## config.mk

```make
export PLATFORM = sky130hd
export DESIGN_NAME = arb_video_port_flat
export DESIGN_NICKNAME = d
export VERILOG_FILES = /design/src/rtl/arb_video_port_pkg.sv /design/src/rtl/arb_video_port_if.sv /design/src/rtl/arb_video_port_slot_sched.sv /design/src/rtl/arb_video_port.sv /design/src/flat_wrapper.sv
export SDC_FILE = /design/constraint.sdc
export NUM_CORES = 1
export LEC_CHECK = 0
export ABC_AREA = 1
export ABC_CLOCK_PERIOD_IN_PS = 2150
export BUFFER_PORTS_ARGS = -buffer_cell sky130_fd_sc_hd__buf_4
export CAP_MARGIN = 10
export CORE_MARGIN = 3
export CORE_UTILIZATION = 40
export CTS_BUF_LIST = sky130_fd_sc_hd__clkbuf_16
export DETAILED_ROUTE_END_ITERATION = 12
export HOLD_SLACK_MARGIN = 0.15
export PLACE_DENSITY = 0.8
export SYNTH_ARGS = -nofsm -noshare
export SYNTH_HDL_FRONTEND = slang
export SYNTH_SLANG_ARGS = --single-unit
export TNS_END_PERCENT = 1
```

## constraint.sdc

```tcl
create_clock -name clk -period 2.15 [get_ports clk]
set_clock_uncertainty 0.15 [all_clocks]
set_input_delay 0.215 -clock clk [delete_from_list [all_inputs] [get_ports clk]]
set_output_delay 0.215 -clock clk [all_outputs]
set_load 0.03 [all_outputs]
```

## src/rtl/arb_video_port_pkg.sv

```systemverilog
`default_nettype none
// +-----------------------------------------------------------------------------+
// | arb_video_port_pkg: owner encoding, bandwidth codes and slot eligibility     |
// | decode shared by the video-port arbiter.                                     |
// | Revision: 1.0                                                                |
// +-----------------------------------------------------------------------------+
package arb_video_port_pkg;

    typedef enum logic [1:0] {
        OWNER_NONE  = 2'd0,
        OWNER_VIDEO = 2'd1,
        OWNER_CPU   = 2'd2
    } owner_e;

    localparam logic [1:0] BW_1_8 = 2'b00;
    localparam logic [1:0] BW_2_8 = 2'b01;
    localparam logic [1:0] BW_4_8 = 2'b10;

    localparam int SLOT_W = 3;

    // Code 2'b11 is reserved and behaves as 4/8.
    function automatic logic slot_eligible(input logic [1:0] bw, input logic [SLOT_W-1:0] slot);
        logic elig;
        case (bw)
            BW_1_8:  elig = (slot == '0);
            BW_2_8:  elig = (slot[1:0] == 2'b00);
            BW_4_8:  elig = ~slot[0];
            default: elig = ~slot[0];
        endcase
        return elig;
    endfunction

endpackage
`default_nettype wire

```

## src/rtl/arb_video_port_if.sv

```systemverilog
`default_nettype none
// +-----------------------------------------------------------------------------+
// | arb_video_port_if: phase strobes, video/CPU client and DRAM signals of the   |
// | video-port arbiter. slave = arbiter side, master = clients/DRAM side.        |
// | Revision: 1.0                                                                |
// +-----------------------------------------------------------------------------+
interface arb_video_port_if #(
    parameter int ADDR_W = 21,
    parameter int DATA_W = 16
);
    logic              cbeg;
    logic              post_cbeg;
    logic              pre_cend;
    logic              cend;

    logic              video_go;
    logic [1:0]        video_bw;
    logic [ADDR_W-1:0] video_addr;
    logic              video_next;
    logic              video_strobe;
    logic [DATA_W-1:0] video_data;

    logic              cpu_req;
    logic              cpu_rnw;
    logic [ADDR_W-1:0] cpu_addr;
    logic [DATA_W-1:0] cpu_wrdata;
    logic              cpu_next;
    logic              cpu_strobe;
    logic [DATA_W-1:0] cpu_rddata;

    logic              dram_req;
    logic              dram_rnw;
    logic [ADDR_W-1:0] dram_addr;
    logic [DATA_W-1:0] dram_wrdata;
    logic [DATA_W-1:0] dram_rddata;

    modport slave (
        input  cbeg, post_cbeg, pre_cend, cend,
        input  video_go, video_bw, video_addr,
        output video_next, video_strobe, video_data,
        input  cpu_req, cpu_rnw, cpu_addr, cpu_wrdata,
        output cpu_next, cpu_strobe, cpu_rddata,
        output dram_req, dram_rnw, dram_addr, dram_wrdata,
        input  dram_rddata
    );

    modport master (
        output cbeg, post_cbeg, pre_cend, cend,
        output video_go, video_bw, video_addr,
        input  video_next, video_strobe, video_data,
        output cpu_req, cpu_rnw, cpu_addr, cpu_wrdata,
        input  cpu_next, cpu_strobe, cpu_rddata,
        input  dram_req, dram_rnw, dram_addr, dram_wrdata,
        output dram_rddata
    );

endinterface
`default_nettype wire

```

## src/rtl/arb_video_port_slot_sched.sv

```systemverilog
`default_nettype none
// +-----------------------------------------------------------------------------+
// | arb_slot_sched: 3-bit memory-cycle slot counter advanced on each cend, and   |
// | decode of whether the current slot is reserved for video fetch.              |
// | Revision: 1.0                                                                |
// +-----------------------------------------------------------------------------+
module arb_slot_sched
    import arb_video_port_pkg::*;
(
    input  logic       clk,
    input  logic       rst_n,
    input  logic       cend,
    input  logic [1:0] video_bw,
    output logic       eligible
);

    logic [SLOT_W-1:0] slot;

    always_ff @(posedge clk or negedge rst_n) begin
        if (!rst_n) begin
            slot <= '0;
        end else if (cend) begin
            slot <= slot + 1'b1;
        end
    end

    assign eligible = slot_eligible(video_bw, slot);

endmodule
`default_nettype wire

```

## src/rtl/arb_video_port.sv

```systemverilog
`default_nettype none
// +-----------------------------------------------------------------------------+
// | arb_video_port: slots DRAM cycles between video fetch and CPU, issues the    |
// | DRAM cycle at cend and returns read data one memory cycle later.             |
// | Option macro ARB_CPU_BORROW_EN: CPU may take idle video-eligible slots.      |
// | Revision: 1.0                                                                |
// +-----------------------------------------------------------------------------+
module arb_video_port
    import arb_video_port_pkg::*;
#(
    parameter int ADDR_W = 21,
    parameter int DATA_W = 16
) (
    input  logic             clk,
    input  logic             rst_n,
    arb_video_port_if.slave  bus
);

`ifdef ARB_CPU_BORROW_EN
    localparam logic BORROW_EN = 1'b1;
`else
    localparam logic BORROW_EN = 1'b0;
`endif

    logic              running;
    logic              cycle_end;
    logic              eligible;
    logic              grant_video;
    logic              grant_cpu;
    logic [ADDR_W-1:0] grant_addr;
    logic [DATA_W-1:0] grant_wrdata;

    owner_e            owner;
    owner_e            owner_nx;
    logic              cpu_read;
    logic              cpu_read_nx;

    logic              video_strobe_r;
    logic [DATA_W-1:0] video_data_r;
    logic              cpu_strobe_r;
    logic [DATA_W-1:0] cpu_rddata_r;

    // Arbitration starts only once a fresh memory cycle is seen after reset,
    // so a reset released late in a cycle never grants on a partial cycle.
    always_ff @(posedge clk or negedge rst_n) begin
        if (!rst_n) begin
            running <= 1'b0;
        end else if (bus.cbeg || bus.post_cbeg) begin
            running <= 1'b1;
        end
    end

    assign cycle_end = bus.cend & running;

    arb_slot_sched u_slot_sched (
        .clk      (clk),
        .rst_n    (rst_n),
        .cend     (cycle_end),
        .video_bw (bus.video_bw),
        .eligible (eligible)
    );

    assign grant_video = cycle_end & eligible & bus.video_go;
    assign grant_cpu   = cycle_end & ~grant_video & bus.cpu_req
                       & (~eligible | (BORROW_EN & ~bus.video_go));

    always_comb begin
        grant_addr   = '0;
        grant_wrdata = '0;
        if (grant_video) begin
            grant_addr = bus.video_addr;
        end else if (grant_cpu) begin
            grant_addr = bus.cpu_addr;
            if (!bus.cpu_rnw) begin
                grant_wrdata = bus.cpu_wrdata;
            end
        end
    end

    always_ff @(posedge clk or negedge rst_n) begin
        if (!rst_n) begin
            owner    <= OWNER_NONE;
            cpu_read <= 1'b0;
        end else begin
            owner    <= owner_nx;
            cpu_read <= cpu_read_nx;
        end
    end

    // Owner of the DRAM cycle in flight; cleared once its data is taken at pre_cend.
    always_comb begin
        owner_nx    = owner;
        cpu_read_nx = cpu_read;
        if (cycle_end) begin
            if (grant_video) begin
                owner_nx = OWNER_VIDEO;
            end else if (grant_cpu) begin
                owner_nx = OWNER_CPU;
            end else begin
                owner_nx = OWNER_NONE;
            end
            cpu_read_nx = grant_cpu & bus.cpu_rnw;
        end else if (bus.pre_cend) begin
            owner_nx    = OWNER_NONE;
            cpu_read_nx = 1'b0;
        end
    end

    always_ff @(posedge clk or negedge rst_n) begin
        if (!rst_n) begin
            video_strobe_r <= 1'b0;
            video_data_r   <= '0;
            cpu_strobe_r   <= 1'b0;
            cpu_rddata_r   <= '0;
        end else begin
            video_strobe_r <= bus.pre_cend && (owner == OWNER_VIDEO);
            cpu_strobe_r   <= bus.pre_cend && (owner == OWNER_CPU) && cpu_read;
            if (bus.pre_cend && (owner == OWNER_VIDEO)) begin
                video_data_r <= bus.dram_rddata;
            end
            if (bus.pre_cend && (owner == OWNER_CPU) && cpu_read) begin
                cpu_rddata_r <= bus.dram_rddata;
            end
        end
    end

    assign bus.video_next   = grant_video;
    assign bus.video_strobe = video_strobe_r;
    assign bus.video_data   = video_data_r;
    assign bus.cpu_next     = grant_cpu;
    assign bus.cpu_strobe   = cpu_strobe_r;
    assign bus.cpu_rddata   = cpu_rddata_r;
    assign bus.dram_req     = grant_video | grant_cpu;
    assign bus.dram_rnw     = grant_video | (grant_cpu & bus.cpu_rnw);
    assign bus.dram_addr    = grant_addr;
    assign bus.dram_wrdata  = grant_wrdata;

endmodule
`default_nettype wire

```

## src/flat_wrapper.sv

```systemverilog
// flat-port wrapper written by rule: the top's interface ports become plain ports
module arb_video_port_flat import arb_video_port_pkg::*;
#(
    parameter int ADDR_W = 21,
    parameter int DATA_W = 16
)
  (clk, rst_n, bus_cbeg, bus_post_cbeg, bus_pre_cend, bus_cend, bus_video_go, bus_video_bw, bus_video_addr, bus_video_next, bus_video_strobe, bus_video_data, bus_cpu_req, bus_cpu_rnw, bus_cpu_addr, bus_cpu_wrdata, bus_cpu_next, bus_cpu_strobe, bus_cpu_rddata, bus_dram_req, bus_dram_rnw, bus_dram_addr, bus_dram_wrdata, bus_dram_rddata);
  arb_video_port_if #(.ADDR_W(ADDR_W), .DATA_W(DATA_W)) bus_i ();
  input  logic clk;
  input  logic rst_n;
  input wire logic [$bits(bus_i.cbeg)-1:0] bus_cbeg;
  input wire logic [$bits(bus_i.post_cbeg)-1:0] bus_post_cbeg;
  input wire logic [$bits(bus_i.pre_cend)-1:0] bus_pre_cend;
  input wire logic [$bits(bus_i.cend)-1:0] bus_cend;
  input wire logic [$bits(bus_i.video_go)-1:0] bus_video_go;
  input wire logic [$bits(bus_i.video_bw)-1:0] bus_video_bw;
  input wire logic [$bits(bus_i.video_addr)-1:0] bus_video_addr;
  output wire logic [$bits(bus_i.video_next)-1:0] bus_video_next;
  output wire logic [$bits(bus_i.video_strobe)-1:0] bus_video_strobe;
  output wire logic [$bits(bus_i.video_data)-1:0] bus_video_data;
  input wire logic [$bits(bus_i.cpu_req)-1:0] bus_cpu_req;
  input wire logic [$bits(bus_i.cpu_rnw)-1:0] bus_cpu_rnw;
  input wire logic [$bits(bus_i.cpu_addr)-1:0] bus_cpu_addr;
  input wire logic [$bits(bus_i.cpu_wrdata)-1:0] bus_cpu_wrdata;
  output wire logic [$bits(bus_i.cpu_next)-1:0] bus_cpu_next;
  output wire logic [$bits(bus_i.cpu_strobe)-1:0] bus_cpu_strobe;
  output wire logic [$bits(bus_i.cpu_rddata)-1:0] bus_cpu_rddata;
  output wire logic [$bits(bus_i.dram_req)-1:0] bus_dram_req;
  output wire logic [$bits(bus_i.dram_rnw)-1:0] bus_dram_rnw;
  output wire logic [$bits(bus_i.dram_addr)-1:0] bus_dram_addr;
  output wire logic [$bits(bus_i.dram_wrdata)-1:0] bus_dram_wrdata;
  input wire logic [$bits(bus_i.dram_rddata)-1:0] bus_dram_rddata;
  assign bus_i.cbeg = bus_cbeg;
  assign bus_i.post_cbeg = bus_post_cbeg;
  assign bus_i.pre_cend = bus_pre_cend;
  assign bus_i.cend = bus_cend;
  assign bus_i.video_go = bus_video_go;
  assign bus_i.video_bw = bus_video_bw;
  assign bus_i.video_addr = bus_video_addr;
  assign bus_video_next = bus_i.video_next;
  assign bus_video_strobe = bus_i.video_strobe;
  assign bus_video_data = bus_i.video_data;
  assign bus_i.cpu_req = bus_cpu_req;
  assign bus_i.cpu_rnw = bus_cpu_rnw;
  assign bus_i.cpu_addr = bus_cpu_addr;
  assign bus_i.cpu_wrdata = bus_cpu_wrdata;
  assign bus_cpu_next = bus_i.cpu_next;
  assign bus_cpu_strobe = bus_i.cpu_strobe;
  assign bus_cpu_rddata = bus_i.cpu_rddata;
  assign bus_dram_req = bus_i.dram_req;
  assign bus_dram_rnw = bus_i.dram_rnw;
  assign bus_dram_addr = bus_i.dram_addr;
  assign bus_dram_wrdata = bus_i.dram_wrdata;
  assign bus_i.dram_rddata = bus_dram_rddata;
  arb_video_port #(.ADDR_W(ADDR_W), .DATA_W(DATA_W)) u_core (.clk(clk), .rst_n(rst_n), .bus(bus_i));
endmodule
```

==> flow_metrics.py <==
metrics = {
    "floorplanning": {
        "io_pins": 160,
        "start_util_pct": 41.9,
        "die_h_um": 79.4,
        "rows": 26,
        "dieWidth_um": 79.4,
        "die_area_um2": 6300,
        "core_region_area_um2": 5140,
    },
    "sta": {
        "rsz0062_at_grt": "yes",
        "finalCriticalPeriod_ps": 2110,
        "setup_viol": 0,
        "worst_pin_slew_ps": 500,
        "finalMaxSlewViolations": 0,
        "hold_viol_final": 0,
        "slew_headroom_pct": 66.6,
        "finalCritPeriodShare_pct": 98.3,
        "setup-tns-final_ps": 0,
        "max_freq_mhz": 473,
    },
    "cts": {
        "path_clk_slew_ps": 60,
        "cts_buffers": 5,
        "post-cts-setup-buffers": 0,
        "cts.path.max_buffers": 2,
        "numClockSinks": 41,
        "cts_root_buf": "clkbuf_16",
        "h-tree-depth": 2,
        "insertion_delay_ps": 270,
        "cts_tree": "done",
    },
    "synthesis": {
        "syn_nets": 363,
        "yosys_warnings": 0,
        "ys_seq_area_share_pct": 47.7,
        "synth_cell_types": 21,
        "synth_top_area_share_pct": 47.7,
        "syn_inst": 276,
        "avgSynthCellArea_um2": 7.80,
        "ys_seq_elements": 41,
        "synth_area_um2": 2150,
        "synth_top_area_cell": "dfrtp_1",
        "synth_area_leaders": "dfrtp_1 (48%), nand2_1 (13%), o21ai_0 (7.9%)",
    },
    "power": {
        "sw_frac_of_total_pct": 42.8,
        "clkPwrFrac_pct": 19.1,
        "combPwrFrac_pct": 51.2,
        "intPower_w": 0.00244,
        "switching_power_w": 0.00182,
        "power_density_nw_per_um2": 1090,
        "peakVddDrop_uv": 918,
        "p_leak_nw": 2.16,
        "p_seq_share_pct": 29.6,
    },
    "worst_setup_path": {
        "path_delay_family": "simple AND/OR/NAND/NOR gates",
        "cp.buffers_inverters": 4,
        "cp.required_ps": 1780,
        "crit_type": "flip-flop to output pin",
        "start_kind": "flip-flop",
        "cp.arrival_ps": 1750,
        "slowest_delay_ps": 360,
        "worstSetupEndpointType": "output pin",
        "cp_max_fo": 21,
        "slowest_stage": "dfrtp_1",
        "path_cells": "inv_2 > ha_1 > inv_1 > nor2_2 > nand2_4 > buf_12 > nand4_1 > nand2_1 > buf_6",
    },
    "detailed_routing": {
        "wl_per_cell_um": 14.6,
        "drt_wl_total_mm": 7.68,
        "vias_per_cell": 4.92,
        "drtAntennaViolNets": 0,
        "vias": 2582,
        "drtIter0Drc": 93,
        "remaining_drc_errors": 0,
        "drtPass1Iterations": 4,
    },
    "place": {
        "hpwl_mm": 5.13,
        "place.gp.congestion": 0.699,
        "io_buffers": 159,
        "dp_cells": 492,
        "placed_cell_area_um2": 3380,
    },
    "layout": {
        "area_delta_synth_final_pct": 81.4,
        "drive_gt1_share_pct": 42.4,
        "stdcell_count": 525,
        "layout_commonest_cell": "buf_4",
        "final_cell_mix": "buf_4 (152), nand2_1 (72), dfrtp_1 (41), o21ai_0 (34), inv_1 (30)",
        "final_nets": 541,
        "nFillCells": 384,
        "layout.area.seq_um2": 1030,
        "multiInputGateArea_um2": 1010,
        "stdcell_area_um2": 3900,
        "diodes": 0,
        "utilization_pct": 75.9,
    },
    "global_route": {
        "grt_usage_pct": 22.7,
        "grt_max_degree": 42,
        "grt_pass1_vias": 2454,
        "antenna_found_initial": 0,
        "grt_overflow": 0,
        "grt_pass1_wl_mm": 11.5,
    },
    "job": {
        "cap_violations": 0,
    },
    "status": {
        "status": "finished clean",
    },
    "worst_hold_path": {
        "hold_class": "input port to flip-flop",
    },
}
## synthesized netlist by cell type
library cell and instances:
nand3_4 1, buf_2 10, ha_1 2, nand2_4 1
nand4_1 23, o21ai_0 34, inv_2 1, xor2_1 1
inv_1 29, nand2_2 1, dfrtp_1 41, nand3_1 24
a21oi_1 1, buf_6 1, nand2_1 77, xnor2_1 1
nor2_1 10, or3_1 1, nor2_8 1, clkbuf_1 7
nor2_2 9
## state kept, by name (all words and copies together), names as in the netlist
name and flops:
u_core.bus.cpu_rddata 16, u_core.bus.cpu_strobe 1, u_core.bus.video_data 16, u_core.bus.video_strobe 1, u_core.cpu_read 1, u_core.owner 2
u_core.running 1, u_core.u_slot_sched.slot 3
## area by class of cell
cell class	count	share of cell area (%)
clock buffers	5	3.21
multi-input cells	190	25.9
repair buffers	186	38.6
well taps	70	2.24
flip-flops and latches	41	26.3
clock inverters	3	0.962
inverters	30	2.88
## power by group through the flow
stage | registers [W] | clock network [W] | logic (W)
after floorplan | 0.00179 | 0 | 0.000680
after global placement | 0.00125 | 0 | 0.00201
after detailed placement | 0.00126 | 0 | 0.00204
after CTS | 0.00126 | 0.000838 | 0.00208
after global routing | 0.00130 | 0.000870 | 0.00235
final | 0.00126 | 0.000816 | 0.00218
## tightest hold or removal path: stages
cell and delay, ps:
buf_4 120, nand2_4 160, a21oi_1 90
## kinds of logic after synthesis
logic type      synth area share [%]
compound gates                  8.14
fa+ha+maj                       1.16
buf+inv                         9.30
flops                           47.7
simple gates                    32.9
xor+xnor                       0.814
## through the flow
| stage | power (W) | setup WS (ps) | hold slack (ps) |
|---|---|---|---|
| after floorplan | 0.00247 | 388 | -231 |
| after CTS | 0.00418 | 30.8 | 165 |
| after global routing | 0.00452 | -81.1 | 214 |
| after detailed placement | 0.00330 | 181 | 70.0 |
| after global placement | 0.00326 | 205 | 69.5 |
| final | 0.00426 | 36.3 | 208 |
## repair_timing
item | in CTS | in global routing
cloned | 0 | 3
pin swaps | 0 | 4
hold endpoints to repair | 78 | 0
hold buffers | 22 | 0
gates resized for setup | 2 | 24
setup endpoints to repair | 24 | 41
## path summary, 6_finish.rpt
path	from	end	slack [ps]	cells after the start
worst min-delay path	bus_cend	u_core.u_slot_sched.slot[1]	210	3
max in group asynchronous	rst_n	u_core.owner[0]	1200	2
worst max-delay path	u_core.u_slot_sched.slot[0]	bus_dram_addr[16]	40	9
min in group asynchronous	rst_n	u_core.bus.cpu_rddata[9]	300	2
worst max register to register	u_core.u_slot_sched.slot[0]	u_core.cpu_read	170	8
worst min register to register	u_core.u_slot_sched.slot[2]	u_core.u_slot_sched.slot[2]	320	1
## metal layers
metal | global-route usage (%) | wire length, µm | vias up
li1 | - | - | 1253
met1 | 26.4 | 2850 | 1194
met2 | 40.0 | 3970 | 125
met3 | 7.94 | 754 | 10
met4 | 5.50 | 101 | 0
met5 | 0 | 0 | -
No activity file was read; power rests on OpenSTA's default activity.
